File: src/rtl/deal_sequencer_pkg.sv
// rtl/deal_sequencer_pkg.sv - shared constants and state encoding for the opening-hand deal sequencer
// Purpose: state enum, card rank constants and hand-scoring constants used by
//          deal_sequencer and card_value_adder.
package deal_sequencer_pkg;

  typedef enum logic [2:0] {
    ST_IDLE         = 3'd0,
    ST_REQ_CARD     = 3'd1,
    ST_ADD          = 3'd2,
    ST_HOLD_REQ     = 3'd3,
    ST_HOLD_RELEASE = 3'd4,
    ST_DONE         = 3'd5,
    ST_ERROR        = 3'd6
  } state_t;

  localparam int RANK_ACE      = 1;
  localparam int RANK_FACE_MIN = 11;
  localparam int RANK_MAX      = 13;
  localparam int BJ_TARGET     = 21;
  localparam int FACE_VALUE    = 10;
  localparam int ACE_HIGH      = 11;
  // Demoting a soft ace from 11 to 1.
  localparam int SOFT_ADJUST   = 10;

  // Opening hand is four cards: player, dealer, player, dealer.
  localparam logic [1:0] LAST_CARD_IDX = 2'd3;

endpackage

File: src/rtl/card_value_adder.sv
// rtl/card_value_adder.sv - combinational card scoring with soft-ace correction
// Purpose: adds one card rank to a hand total, tracking whether an ace is
//          still counted as 11.
// Ports:
//   rank     in   card rank code (1 = ace, 2..10, 11..13 = J/Q/K)
//   sum_in   in   current hand total
//   soft_in  in   hand currently holds an ace counted as 11
//   sum_out  out  new hand total
//   soft_out out  new soft flag
module card_value_adder #(
  parameter int CARD_W = 4,
  parameter int SUM_W  = 6
) (
  input  logic [CARD_W-1:0] rank,
  input  logic [SUM_W-1:0]  sum_in,
  input  logic              soft_in,
  output logic [SUM_W-1:0]  sum_out,
  output logic              soft_out
);
  import deal_sequencer_pkg::*;

  logic             is_ace;
  logic             soft_any;
  logic [SUM_W-1:0] card_val;
  logic [SUM_W-1:0] raw_sum;

  always_comb begin
    is_ace   = (rank == CARD_W'(RANK_ACE));
    card_val = SUM_W'(rank);
    if (is_ace) begin
      card_val = SUM_W'(ACE_HIGH);
    end else if (rank >= CARD_W'(RANK_FACE_MIN)) begin
      card_val = SUM_W'(FACE_VALUE);
    end
    raw_sum  = sum_in + card_val;
    soft_any = soft_in | is_ace;
    sum_out  = raw_sum;
    soft_out = soft_any;
    // A bust with an 11-valued ace in hand is rescued by counting it as 1.
    if (soft_any && (raw_sum > SUM_W'(BJ_TARGET))) begin
      sum_out  = raw_sum - SUM_W'(SOFT_ADJUST);
      soft_out = 1'b0;
    end
  end

endmodule

File: src/rtl/deal_sequencer.sv
// rtl/deal_sequencer.sv - deals the opening BlackJack hand with a 2 s hold after each card
// Purpose: requests four cards (player, dealer, player, dealer), scores both
//          hands, and runs a four-phase hold handshake with the delay counter
//          after every card.
// Ports:
//   clk_50M        in   system clock
//   i_Reset_n      in   asynchronous active-low reset
//   i_Start        in   one-cycle pulse, accepted only in IDLE/DONE/ERROR
//   o_Card_Req     out  card request level to the card source
//   i_Card_Valid   in   card source acknowledge, i_Card valid while high
//   i_Card         in   card rank
//   o_TwoSec       out  hold request level to the delay counter
//   i_TwoSec_Done  in   hold-complete acknowledge
//   o_Player_Sum   out  player hand total
//   o_Dealer_Sum   out  dealer hand total
//   o_Card_Idx     out  index of the card being dealt (0..3)
//   o_Busy         out  deal in progress
//   o_Done         out  deal completed
//   o_Player_BJ    out  player holds 21 with two cards (valid in DONE)
//   o_Error        out  bad card rank or card source timeout
module deal_sequencer #(
  parameter int CARD_W       = 4,
  parameter int SUM_W        = 6,
  parameter int CARD_TIMEOUT = 1023
) (
  input  logic              clk_50M,
  input  logic              i_Reset_n,
  input  logic              i_Start,
  output logic              o_Card_Req,
  input  logic              i_Card_Valid,
  input  logic [CARD_W-1:0] i_Card,
  output logic              o_TwoSec,
  input  logic              i_TwoSec_Done,
  output logic [SUM_W-1:0]  o_Player_Sum,
  output logic [SUM_W-1:0]  o_Dealer_Sum,
  output logic [1:0]        o_Card_Idx,
  output logic              o_Busy,
  output logic              o_Done,
  output logic              o_Player_BJ,
  output logic              o_Error
);
  import deal_sequencer_pkg::*;

  localparam int TMO_W = $clog2(CARD_TIMEOUT + 1);
  // The counter value seen on the last permitted wait cycle; leaving that
  // cycle without a card means CARD_TIMEOUT cycles have elapsed.
  localparam logic [TMO_W-1:0] TMO_LAST = TMO_W'(CARD_TIMEOUT - 1);

  state_t            state;
  state_t            state_nx;
  logic [CARD_W-1:0] card_q;
  logic [SUM_W-1:0]  player_sum;
  logic [SUM_W-1:0]  dealer_sum;
  logic              player_soft;
  logic              dealer_soft;
  logic [1:0]        card_idx;
  logic              player_bj;
  logic [TMO_W-1:0]  tmo_cnt;

  logic              start_ok;
  logic              card_bad;
  logic              hold_clear;
  logic              to_dealer;
  logic [SUM_W-1:0]  add_sum_in;
  logic [SUM_W-1:0]  add_sum_out;
  logic              add_soft_in;
  logic              add_soft_out;

  // Odd card positions belong to the dealer; one adder serves both hands.
  assign to_dealer   = card_idx[0];
  assign add_sum_in  = to_dealer ? dealer_sum  : player_sum;
  assign add_soft_in = to_dealer ? dealer_soft : player_soft;

  card_value_adder #(
    .CARD_W (CARD_W),
    .SUM_W  (SUM_W)
  ) u_adder (
    .rank     (card_q),
    .sum_in   (add_sum_in),
    .soft_in  (add_soft_in),
    .sum_out  (add_sum_out),
    .soft_out (add_soft_out)
  );

  assign o_Player_Sum = player_sum;
  assign o_Dealer_Sum = dealer_sum;
  assign o_Card_Idx   = card_idx;
  assign o_Player_BJ  = player_bj;

  always_ff @(posedge clk_50M or negedge i_Reset_n) begin
    if (!i_Reset_n) begin
      state <= ST_IDLE;
    end else begin
      state <= state_nx;
    end
  end

  // Request outputs decode straight from the state register so that reset
  // drops them without waiting for a clock edge.
  always_comb begin
    state_nx   = state;
    start_ok   = 1'b0;
    hold_clear = 1'b0;
    card_bad   = (i_Card == '0) || (i_Card > CARD_W'(RANK_MAX));
    o_Card_Req = 1'b0;
    o_TwoSec   = 1'b0;
    o_Busy     = 1'b1;
    o_Done     = 1'b0;
    o_Error    = 1'b0;
    case (state)
      ST_IDLE, ST_DONE, ST_ERROR: begin
        o_Busy  = 1'b0;
        o_Done  = (state == ST_DONE);
        o_Error = (state == ST_ERROR);
        if (i_Start) begin
          start_ok = 1'b1;
          state_nx = ST_REQ_CARD;
        end
      end
      ST_REQ_CARD: begin
        o_Card_Req = 1'b1;
        if (i_Card_Valid) begin
          state_nx = card_bad ? ST_ERROR : ST_ADD;
        end else if (tmo_cnt == TMO_LAST) begin
          state_nx = ST_ERROR;
        end
      end
      ST_ADD: begin
        state_nx = ST_HOLD_REQ;
      end
      ST_HOLD_REQ: begin
        o_TwoSec = 1'b1;
        if (i_TwoSec_Done) begin
          state_nx = ST_HOLD_RELEASE;
        end
      end
      ST_HOLD_RELEASE: begin
        // Four-phase: the next card is not requested until Done has fallen.
        if (!i_TwoSec_Done) begin
          hold_clear = 1'b1;
          state_nx   = (card_idx == LAST_CARD_IDX) ? ST_DONE : ST_REQ_CARD;
        end
      end
      default: begin
        state_nx = ST_IDLE;
      end
    endcase
  end

  always_ff @(posedge clk_50M or negedge i_Reset_n) begin
    if (!i_Reset_n) begin
      card_q      <= '0;
      player_sum  <= '0;
      dealer_sum  <= '0;
      player_soft <= 1'b0;
      dealer_soft <= 1'b0;
      card_idx    <= '0;
      player_bj   <= 1'b0;
      tmo_cnt     <= '0;
    end else if (start_ok) begin
      player_sum  <= '0;
      dealer_sum  <= '0;
      player_soft <= 1'b0;
      dealer_soft <= 1'b0;
      card_idx    <= '0;
      player_bj   <= 1'b0;
      tmo_cnt     <= '0;
    end else begin
      case (state)
        ST_REQ_CARD: begin
          tmo_cnt <= tmo_cnt + TMO_W'(1);
          if (i_Card_Valid) begin
            card_q <= i_Card;
          end
        end
        ST_ADD: begin
          if (to_dealer) begin
            dealer_sum  <= add_sum_out;
            dealer_soft <= add_soft_out;
          end else begin
            player_sum  <= add_sum_out;
            player_soft <= add_soft_out;
          end
        end
        ST_HOLD_RELEASE: begin
          if (hold_clear) begin
            tmo_cnt <= '0;
            if (card_idx == LAST_CARD_IDX) begin
              player_bj <= (player_sum == SUM_W'(BJ_TARGET));
            end else begin
              card_idx <= card_idx + 2'd1;
            end
          end
        end
        default: begin
        end
      endcase
    end
  end

endmodule
File: config.mk
export PLATFORM = sky130hd
export DESIGN_NAME = deal_sequencer
export DESIGN_NICKNAME = d
export VERILOG_FILES = /design/src/rtl/deal_sequencer_pkg.sv /design/src/rtl/card_value_adder.sv /design/src/rtl/deal_sequencer.sv
export SDC_FILE = /design/constraint.sdc
export NUM_CORES = 1
export LEC_CHECK = 0
export CORE_AREA = 2 2 74 76
export DETAILED_ROUTE_END_ITERATION = 10
export DIE_AREA = 0 0 76 78
export GPL_ROUTABILITY_DRIVEN = 0
export PLACE_DENSITY = 0.75
export SLEW_MARGIN = 20
export SYNTH_ARGS = -nofsm -noshare
export SYNTH_HDL_FRONTEND = slang
export SYNTH_SLANG_ARGS = --single-unit
File: constraint.sdc
create_clock -name clk_50M -period 2.7 [get_ports clk_50M]
set_input_delay 0.81 -clock clk_50M [delete_from_list [all_inputs] [get_ports clk_50M]]
set_output_delay 0.81 -clock clk_50M [all_outputs]
set_load 0.1 [all_outputs]
# Yosys cells after proc, flatten, opt, wreduce, memory -nomap -nowiden
# Cells that the tools add are included.
# Widths: inputs -> output; s select.
[word_totals]
regBits = 34
input_bits = 9
word_cells = 99
[classes]
add_sub_neg = 4
order_cmp = 3
eq_ne = 17
mux = 46
bitwise = 2
n_reduce_logical = 18
[op_table]
columns = ["operator", "n"]
rows = [
  ["$mux 6", 9],
  ["$mux 1", 21],
  ["$mux 3", 7],
  ["$mux 10", 2],
  ["$pmux 10 s2", 1],
  ["$pmux 3 s5", 1],
  ["$add 10x1->10 const B", 1],
  ["$eq 10x10->1 const B", 1],
  ["$reduce_bool 2->1", 5],
  ["$eq 3x3->1 const B", 3],
  ["$reduce_and 3->1", 3],
  ["$mux 2", 4],
  ["$ne 2x2->1 const B", 4],
  ["$add 6x6->6", 1],
  ["$eq 3x2->1 const B", 2],
  ["$eq 6x5->1 const B", 1],
  ["$gt 6x5->1 const B", 1],
  ["$ne 3x3->1 const B", 2],
  ["$reduce_and 2->1", 3],
  ["$sub 6x4->6 const B", 1],
  ["$eq 4x1->1 const B", 1],
  ["$ge 4x4->1 const B", 1],
  ["$gt 4x4->1 const B", 1],
  ["$logic_not 4->1", 1],
  ["13 further kinds", 13],
]

# Depth between registers and ports, before layout
# Gate-level depths: netlist of the first run.
[depth]
word_depth = 10
ltp_mapped = 10
depth_no_buf = 10

# Cells and area by module
# A second synthesis of the first run with hierarchy kept.
[hier_totals]
hier_cells = 243
hier_area_um2 = 2351.0
[by_module_without_submodules]
columns = ["module", "instances", "cells_each", "area_per_inst_um2", "seq_area_each_um2"]
rows = [
  ["deal_sequencer", 1, 179, 1881.8, 850.8],
  ["card_value_adder", 1, 64, 469.2, 0.0],
]

# Worst setup path after synthesis of the first run
# Ideal clock, no wire load.
[synth_path]
path_type = "register -> output"
startpoint = "reg state[0]"
endpoint = "out o_Done"
arrival_time_ps = 3002
setup_slack_ps = -1112
stages_incl_launch_ff = 4
path_cell_list = "dfrtp_1 > clkbuf_1 > buf_2 > nor3b_1"
[synth_between]
elab_chain_cells = 3
word_cells_on_any_way = 5
[synth_lines]
columns = ["item", "line", "text"]
rows = [
  ["start, declared", "deal_sequencer.sv:49", "state_t state;"],
  ["start signal, assigned", "deal_sequencer.sv:94", "state <= state_nx;"],
  ["$eq 3x3->1 (tied with other cells)", "deal_sequencer.sv:110, deal_sequencer.sv:113", ""],
  ["$reduce_or 3->1", "deal_sequencer.sv:110", "case (state)"],
  ["$mux 1 (*)", "deal_sequencer.sv:110", ""],
  ["end, declared", "deal_sequencer.sv:38", "output logic o_Done,"],
]
# Mark *: on every way between the ends. The rest lies on a longest branch, timed or not.

# Worst setup path in the final report of the first run
[layout_path]
startpoint = "reg card_idx[0], in the netlist o_Card_Idx[0]"
endpoint = "reg dealer_soft"
[layout_between]
elab_chain_cells = 8
word_cells_on_any_way = 12
[layout_lines]
columns = ["item", "line", "text"]
rows = [
  ["start, declared", "deal_sequencer.sv:56", "logic [1:0] card_idx;"],
  ["start signal, assigned", "deal_sequencer.sv:191", "card_idx <= card_idx + 2'd1;"],
  ["$mux 6", "deal_sequencer.sv:71", "assign add_sum_in = to_dealer ? dealer_sum : player_sum;"],
  ["$add 6x6->6", "card_value_adder.sv:35", "raw_sum = sum_in + card_val;"],
  ["$gt 6x5->1", "card_value_adder.sv:40", "if (soft_any && (raw_sum > SUM_W'(BJ_TARGET))) begin"],
  ["$logic_and 1x1->1", "card_value_adder.sv:40", ""],
  ["$mux 1", "card_value_adder.sv:40", ""],
  ["$mux 1", "deal_sequencer.sv:177", "if (to_dealer) begin"],
  ["$mux 1", "deal_sequencer.sv:169", "case (state)"],
  ["$mux 1", "deal_sequencer.sv:160", "end else if (start_ok) begin"],
  ["end signal, assigned", "deal_sequencer.sv:179", "dealer_soft <= add_soft_out;"],
  ["end, declared", "deal_sequencer.sv:55", "logic dealer_soft;"],
]
# Several ways; a longest one is shown, not always the timed one. The select of a mux whose other input is x is not followed.
# A chain may end at the register's enable or synchronous reset.

==> results_tabular.tex, run 1 <==
\begin{tabular}{lr}
\hline
Metric & Value \\
\hline
\multicolumn{2}{l}{\textbf{Outcome}} \\
\quad Run status & complete, but fails checks \\
\quad Failing checks & negative setup slack \\
\multicolumn{2}{l}{\textbf{Clocking}} \\
\quad CTS Hold Buffers Added & 0 \\
\quad Clk buf depth & 2 \\
\quad Clock slew seen by the registers of the worst setup and hold paths & 0.07 ns \\
\quad Clock net sink count & 34 \\
\quad Number of CTS-inserted buffers & 5 \\
\quad Number of levels in the clock H-tree & 2 \\
\quad Root Driver & sky130\_fd\_sc\_hd\_\_clkbuf\_8 \\
\quad Worst-Skew Late Latency & 0.28 ns \\
\quad CTS tree & yes \\
\multicolumn{2}{l}{\textbf{Yosys}} \\
\quad Synth area leaders & sky130\_fd\_sc\_hd\_\_dfrtp\_1 (38\%), sky130\_fd\_sc\_hd\_\_mux2\_2 (5.0\%), sky130\_fd\_sc\_hd\_\_ha\_1 (4.5\%) \\
\quad Top-area cell type share of the netlist area & 38.0\% \\
\quad Synthesized instance count & 237 \\
\quad Post-synthesis instance area & 2240 sq um \\
\quad Cell type with the largest total area after synthesis & sky130\_fd\_sc\_hd\_\_dfrtp\_1 \\
\quad Most used flip-flop cell after synthesis & sky130\_fd\_sc\_hd\_\_dfrtp\_1 \\
\quad Number of warnings reported in the yosys synthesis log & 0 \\
\quad Post-synthesis net count & 255 \\
\quad Async S/R FF share, synth & 100\% \\
\quad Average cell area after synthesis & 9.44 sq um \\
\quad Count of state elements after synthesis & 34 \\
\quad Number of synthesized flops with an enable pin & 0 \\
\quad Number of library cell types mapped by synthesis & 53 \\
\quad Fraction of the yosys area taken by sequential cells & 38.0\% \\
\multicolumn{2}{l}{\textbf{Setup path}} \\
\quad Category of the worst setup path capture point & register \\
\quad Kind of cell with the highest combined delay on the critical path & adder cells \\
\quad Largest incremental delay on the critical path & 0.50 ns \\
\quad Cell count of the worst reg-to-reg path & 10 \\
\quad Crit Path Category & register to register \\
\quad CP required & 2.92 ns \\
\quad Critical-path maximum fanout & 3 \\
\quad CP arrival & 2.95 ns \\
\quad Cells traversed along the worst timing path & mux2\_4 > ha\_4 > fa\_2 > nand3b\_1 > o2111ai\_2 > o22ai\_2 > buf\_4 > nand3\_2 > or3\_4 > a21oi\_2 \\
\quad Sum of buffers and inverters on the critical path & 1 \\
\quad Worst path depth & 10 \\
\quad Critical path's slowest cell & sky130\_fd\_sc\_hd\_\_fa\_2 \\
\quad Launching element type of the critical path & register \\
\multicolumn{2}{l}{\textbf{Place}} \\
\quad Post-placement setup slack & -0.0326 ns \\
\quad HPWL after detailed placement & 3800 microns \\
\quad Cells after DPL & 342 \\
\quad Port Buf Inserts & 28 \\
\multicolumn{2}{l}{\textbf{Timing}} \\
\quad Transition time at the pin with the least slew margin & 0.528 ns \\
\quad Post-layout min period & 2.73 ns \\
\quad Highest achievable clock rate & 0.366 GHz \\
\quad Setup TNS & -0.0984 ns \\
\quad Number of max-slew violations in the final report & 0 \\
\quad Hold slack final & 0.536 ns \\
\quad Worst max-slew margin expressed relative to the limit & 64.8\% \\
\quad Setup skew after layout & 0.00325 ns \\
\quad Unrepaired setup endpoints after global routing & true \\
\quad Worst setup slack after layout & -0.0337 ns \\
\quad Final number of hold-violating endpoints & 0 \\
\quad Final setup violation count & 5 \\
\quad Final Cycle Share & 101\% \\
\multicolumn{2}{l}{\textbf{Die}} \\
\quad Count of standard-cell rows & 26 \\
\quad Horizontal die dimension & 76 microns \\
\quad Number of top-level pins & 29 \\
\quad Initial standard-cell utilization of the core & 44.4\% \\
\quad Die outline area & 5930 sq um \\
\quad Core Footprint & 5040 sq um \\
\quad Vertical die dimension & 78 microns \\
\multicolumn{2}{l}{\textbf{Route}} \\
\quad Number of remaining DRC errors & 0 \\
\quad Routed wire per std cell & 14.6 microns \\
\quad Antenna Violating Nets Remaining & 0 \\
\quad Count of routing violations after the opening detailed-route iteration & 111 \\
\quad Drt pass-1 iters & 4 \\
\quad Per-cell via count in the routed design & 5.44 \\
\quad Vias after detailed routing & 1920 \\
\quad Wire length reported by the detailed router & 5150 microns \\
\multicolumn{2}{l}{\textbf{Global route}} \\
\quad Initial antenna violation count & 0 \\
\quad Overall fraction of global-route tracks in use & 18.2\% \\
\quad First-pass GRT wire length & 8730 microns \\
\quad Total global routing overflow & 0 \\
\quad Pin count of the biggest net entering global routing & 35 \\
\quad Number of global-route vias before repair & 1815 \\
\multicolumn{2}{l}{\textbf{Hold path}} \\
\quad Worst min-delay path class & register to register \\
\quad Hold Path Depth & 2 \\
\multicolumn{2}{l}{\textbf{Layout}} \\
\quad Proportion of layout cells with a drive suffix above 1 & 33.2\% \\
\quad Fillers & 427 \\
\quad Antenna cell count & 0 \\
\quad Post-route non-filler standard cell count & 353 \\
\quad Relative area change from synthesis to final layout & 32.6\% \\
\quad Net count, final & 300 \\
\multicolumn{2}{l}{\textbf{Run}} \\
\quad Max-cap violations & 0 \\
\hline
\end{tabular}
[cells in the mapped netlist, types with 5 or more instances]
cell type / n
sky130_fd_sc_hd__buf_2: 5
sky130_fd_sc_hd__nand2_1: 19
sky130_fd_sc_hd__dfrtp_1: 34
sky130_fd_sc_hd__nand3_1: 5
sky130_fd_sc_hd__mux2_2: 10
sky130_fd_sc_hd__o22ai_1: 7
sky130_fd_sc_hd__inv_1: 7
sky130_fd_sc_hd__nor2_1: 25
sky130_fd_sc_hd__nand4_1: 6
sky130_fd_sc_hd__a21oi_1: 10
sky130_fd_sc_hd__clkbuf_1: 6
sky130_fd_sc_hd__xor2_1: 8
sky130_fd_sc_hd__nand2b_1: 5
sky130_fd_sc_hd__a211oi_1: 8
sky130_fd_sc_hd__ha_1: 8
sky130_fd_sc_hd__xnor2_1: 6
[final timing paths]
check / startpoint / endpoint / slack [ns]
max reg2reg: o_Card_Idx[0] / dealer_soft / -0.03
min in group asynchronous: i_Reset_n / state[0] / 0.92
min: dealer_soft / dealer_soft / 0.54
min reg2reg: dealer_soft / dealer_soft / 0.54
max in group asynchronous: i_Reset_n / o_Card_Idx[0] / 1.43
max: o_Card_Idx[0] / dealer_soft / -0.03
[per-layer routing]
metal / wire length [microns] / GRT usage, % / vias up / part of all wire, %
li1: - / - / 956 / -
met1: 2440 / 24.0 / 915 / 47
met2: 2450 / 30.4 / 42 / 48
met3: 187 / 3.49 / 7 / 3.6
met4: 71 / 5.45 / 0 / 1.4
met5: 0 / 0 / - / 0
[registers in the layout, indices dropped and copies added, names as in the netlist]
name,cells
tmo_cnt,10
o_Dealer_Sum,6
o_Player_Sum,6
card_q,4
state,3
o_Card_Idx,2
dealer_soft,1
o_Player_BJ,1
player_soft,1
[layout make-up]
| type | instances | area, sq um | share of cell area [%] |
|---|---|---|---|
| clock buffers | 7 | 86.3 | 2.91 |
| clock inverters | 1 | 5.00 | 0.169 |
| inverters | 7 | 26.3 | 0.885 |
| multi-input cells | 184 | 1440 | 48.7 |
| flip-flops and latches | 34 | 857 | 28.9 |
| well taps | 70 | 87.6 | 2.95 |
| repair buffers | 50 | 462 | 15.6 |
[tightest hold or removal path, stage by stage, from the launching register on]
cell                      delay, ns
sky130_fd_sc_hd__dfrtp_1       0.38
sky130_fd_sc_hd__nand2_1       0.07
sky130_fd_sc_hd__a21oi_2       0.05
[cells by family (layout without fill, tap and decap cells)]
logic type / Yosys count / in the layout / share of synthesized area, %
adder cells (fa/ha/maj): 9 / 9 / 5.37
flip-flops: 34 / 34 / 38.0
multiplexers: 14 / 14 / 7.38
XOR/XNOR: 14 / 14 / 5.48
AND/OR/NAND/NOR: 92 / 92 / 21.9
AO/OA/AOI/OAI: 55 / 55 / 18.4
buffers and inverters: 19 / 65 / 3.47
[placed cells by master, fill, tap and decap left out, drive strengths merged, types with 2 or more instances in the layout]
cell type | Yosys | final
o31ai | 3 | 3
dfrtp | 34 | 34
nand2b | 5 | 5
nor3 | 4 | 4
buf | 6 | 42
nand4 | 6 | 6
xor2 | 8 | 8
clkbuf | 6 | 7
inv | 7 | 7
a21o | 4 | 4
a211oi | 11 | 11
nand2 | 19 | 19
nand3b | 3 | 3
nor2 | 25 | 25
o21ai | 6 | 6
a21oi | 10 | 10
mux2 | 10 | 10
ha | 8 | 8
mux2i | 4 | 4
o21bai | 3 | 3
or3 | 3 | 3
nor3b | 3 | 3
xnor2 | 6 | 6
a31oi | 2 | 2
and2 | 3 | 3
nor4b | 3 | 3
nand3 | 5 | 5
nor2b | 2 | 2
clkdlybuf4s50 | 0 | 8
and3 | 4 | 4
o22ai | 8 | 8
[through the flow]
step           cell area (sq um)  utilization [%]
2_1_floorplan               2300                -
3_3_place_gp                2770             54.9
3_5_place_dp                2770             54.9
4_1_cts                     2900             57.4
5_1_grt                     2970             58.9
6_report                    2970             58.9
[what timing repair did]
action | 4_1_cts | 5_1_grt
setup endpoints to repair | 6 | 12
buffers inserted | 2 | 1
endpoints found under the hold margin | 0 | 0
pin swaps | 5 | 9
resized for setup | 5 | 12
gates cloned | 0 | 0
Power of run 1 is not shown: default switching activity piles up to over one toggle a cycle in this logic, so the estimate is an artifact.
==> run 2, diff against run 1 <==
--- a/config.mk
+++ b/config.mk
@@ -10,6 +10,7 @@
 export DIE_AREA = 0 0 76 78
 export GPL_ROUTABILITY_DRIVEN = 0
 export PLACE_DENSITY = 0.75
+export SKIP_LAST_GASP = 1
 export SLEW_MARGIN = 20
 export SYNTH_ARGS = -nofsm -noshare
 export SYNTH_HDL_FRONTEND = slang
==> run 2 against run 1 <==
The run still ends with negative setup slack left. Register-to-register slack about the same. Critical path depth decreased by 1. Sequential cell count unchanged. Count of clock-buffer cells in the layout unchanged. Core utilization decreased by 0.35 points. Setup slack improved by 0.0023 ns. Final cell count unchanged. Via count decreased by 0.78%. First-iteration DRC count increased by 2.7%. Non-clock buffer count unchanged. Highest routed layer unchanged.
==> results_tabular.tex, run 2 (same netlist as run 1, synthesis figures left out) <==
\begin{tabular}{lr}
\hline
Metric & Value \\
\hline
\multicolumn{2}{l}{\textbf{Layout}} \\
\quad Relative area change from synthesis to final layout & 31.8\% \\
\quad Final core utilization & 58.5\% (-0.35 points) \\
\quad Proportion of layout cells with a drive suffix above 1 & 32.2\% (-1.1 points) \\
\quad Number of flip-flops in the largest register & 10 (unchanged) \\
\quad Antenna cell count & 0 (unchanged) \\
\quad Post-route non-filler standard cell count & 353 (unchanged) \\
\quad Commonest cells after routing, fill and taps aside & sky130\_fd\_sc\_hd\_\_buf\_4 (36), sky130\_fd\_sc\_hd\_\_dfrtp\_1 (31), sky130\_fd\_sc\_hd\_\_nor2\_1 (25) \\
\quad Most common cell after layout, fill and taps aside & sky130\_fd\_sc\_hd\_\_buf\_4 \\
\quad Register containing the most flip-flops in the final layout & tmo\_cnt \\
\quad Net count, final & 300 (unchanged) \\
\quad Post-route standard cell area excluding fillers & 2950 sq um (-0.59\%) \\
\multicolumn{2}{l}{\textbf{Clocking}} \\
\quad CTS tree & yes \\
\quad Number of CTS-inserted buffers & 5 (unchanged) \\
\quad CTS Hold Buffers Added & 0 (unchanged) \\
\quad Number of levels in the clock H-tree & 2 (unchanged) \\
\quad Clk buf depth & 2 (unchanged) \\
\quad Root Driver & sky130\_fd\_sc\_hd\_\_clkbuf\_8 \\
\quad Clock net sink count & 34 (unchanged) \\
\quad Worst-Skew Late Latency & 0.28 ns (about the same) \\
\quad Clock slew seen by the registers of the worst setup and hold paths & 0.07 ns (about the same) \\
\multicolumn{2}{l}{\textbf{Run}} \\
\quad Max-cap violations & 0 (unchanged) \\
\multicolumn{2}{l}{\textbf{Setup path}} \\
\quad Largest incremental delay on the critical path & 0.61 ns (+0.11 ns) \\
\quad Launching element type of the critical path & register \\
\quad Cells traversed along the worst timing path & mux2\_4 > ha\_4 > fa\_2 > nand2\_2 > o2111ai\_2 > o22ai\_2 > a31oi\_2 > mux2\_4 > o22ai\_2 \\
\quad Critical path's slowest cell & sky130\_fd\_sc\_hd\_\_fa\_2 \\
\quad Critical-path maximum fanout & 3 (unchanged) \\
\quad Category of the worst setup path capture point & register \\
\quad CP arrival & 2.93 ns (-0.02 ns) \\
\quad Crit Path Category & register to register \\
\quad CP required & 2.90 ns (-0.02 ns) \\
\multicolumn{2}{l}{\textbf{Global route}} \\
\quad Initial antenna violation count & 0 (unchanged) \\
\quad First-pass GRT wire length & 8730 microns (unchanged) \\
\quad Total global routing overflow & 0 (unchanged) \\
\quad Pin count of the biggest net entering global routing & 35 (unchanged) \\
\quad Number of global-route vias before repair & 1815 (unchanged) \\
\quad Overall fraction of global-route tracks in use & 18.2\% (unchanged) \\
\multicolumn{2}{l}{\textbf{Timing}} \\
\quad Unrepaired setup endpoints after global routing & true \\
\quad Transition time at the pin with the least slew margin & 0.523 ns (-0.00577 ns) \\
\quad Worst setup slack after layout & -0.0313 ns (+0.00232 ns) \\
\quad Final Cycle Share & 101\% (about the same) \\
\quad Final setup violation count & 6 (+1) \\
\quad Setup skew after layout & 0.00361 ns (+0.000359 ns) \\
\quad Final number of hold-violating endpoints & 0 (unchanged) \\
\quad Number of max-slew violations in the final report & 0 (unchanged) \\
\quad Post-layout min period & 2.73 ns (-0.00232 ns) \\
\quad Highest achievable clock rate & 0.366 GHz (about the same) \\
\quad Worst max-slew margin expressed relative to the limit & 65.2\% (+0.38 points) \\
\multicolumn{2}{l}{\textbf{Place}} \\
\quad Placed cell areas & 2770 sq um (unchanged) \\
\quad Port Buf Inserts & 28 (unchanged) \\
\quad HPWL after detailed placement & 3800 microns (unchanged) \\
\quad Cells after DPL & 342 (unchanged) \\
\multicolumn{2}{l}{\textbf{Outcome}} \\
\quad Failing checks & negative setup slack \\
\quad Run status & complete, but fails checks \\
\multicolumn{2}{l}{\textbf{Die}} \\
\quad Vertical die dimension & 78 microns (unchanged) \\
\quad Number of top-level pins & 29 (unchanged) \\
\quad Count of standard-cell rows & 26 (unchanged) \\
\quad Initial standard-cell utilization of the core & 44.4\% (unchanged) \\
\quad Core Footprint & 5040 sq um (unchanged) \\
\quad Die outline area & 5930 sq um (unchanged) \\
\quad Horizontal die dimension & 76 microns (unchanged) \\
\multicolumn{2}{l}{\textbf{Route}} \\
\quad Per-cell via count in the routed design & 5.40 (-0.78\%) \\
\quad Routed wire per std cell & 14.4 microns (-1.3\%) \\
\quad Vias after detailed routing & 1905 (-0.78\%) \\
\quad Wire length reported by the detailed router & 5090 microns (-1.3\%) \\
\quad Count of routing violations after the opening detailed-route iteration & 114 (+2.7\%) \\
\quad Number of remaining DRC errors & 0 (unchanged) \\
\quad Drt pass-1 iters & 4 (unchanged) \\
\quad Antenna Violating Nets Remaining & 0 (unchanged) \\
\multicolumn{2}{l}{\textbf{Hold path}} \\
\quad Worst min-delay path class & register to register \\
\hline
\end{tabular}
[run 2: cell counts in the layout (fill, tap and decap cells not counted)]
No cell type changed its count.
[run 2: area by class of cell]
class,instances,area [sq um]
Clock buffer,7,86.3
Clock inverter,1,5.00
Fill cell,431,2090
Inverter,7,26.3
Multi-Input combinational cell,184,1430
Sequential cell,34,857
Tap cell,70,87.6
Timing Repair Buffer,50,462
[run 2: what timing repair did]
action                                  CTS  global route
pin swaps                                 5             9
buffers inserted                          2             1
endpoints found under the setup margin    6            12
gates resized for setup                   5             9
gates cloned                              0             0
[run 2: worst max-delay path: cells and delay by family, from the launching register on]
kind            cells  cell delay (ns)
fa+ha+maj           2             0.78
compound gates      4             0.68
mux                 2             0.65
flops               1             0.48
simple gates        1             0.06
[run 2: metal layers]
metal | up-vias | wire length [microns] | global-route usage [%]
li1 | 955 | - | -
met4 | 0 | 41 | 5.45
met2 | 36 | 2430 | 30.4
met3 | 2 | 175 | 3.49
met1 | 912 | 2440 | 24.0
met5 | - | 0 | 0
[run 2: stage by stage]
stage	setup TNS, ns	setup WS (ns)	hold slack (ns)
floorplan	-1.91	-0.315	0.497
global placement	0	0.0382	0.507
detailed placement	-0.0937	-0.0326	0.516
CTS	-0.0933	-0.0376	0.527
global route	-1.06	-0.143	0.560
finish	-0.103	-0.0313	0.537
[run 2: path summary, 6_finish.rpt]
kind,from,end,slack [ns],cells after the start
min in group asynchronous,i_Reset_n,state[0],0.92,2
hold reg to reg,dealer_soft,dealer_soft,0.54,2
hold / removal,dealer_soft,dealer_soft,0.54,2
max in group asynchronous,i_Reset_n,o_Card_Idx[0],1.42,2
setup reg to reg,o_Card_Idx[0],o_Dealer_Sum[2],-0.03,9
setup / recovery,o_Card_Idx[0],o_Dealer_Sum[2],-0.03,9
Power of run 2 is left out for the same reason.
==> run 3, diff against run 2 <==
--- a/config.mk
+++ b/config.mk
@@ -11,7 +11,6 @@
 export GPL_ROUTABILITY_DRIVEN = 0
 export PLACE_DENSITY = 0.75
 export SKIP_LAST_GASP = 1
-export SLEW_MARGIN = 20
 export SYNTH_ARGS = -nofsm -noshare
 export SYNTH_HDL_FRONTEND = slang
 export SYNTH_SLANG_ARGS = --single-unit
==> results of run 3 <==
Same layout as run 2: the final DEF is identical, and so are final timing and power.
Power of run 3 is left out for the same reason.
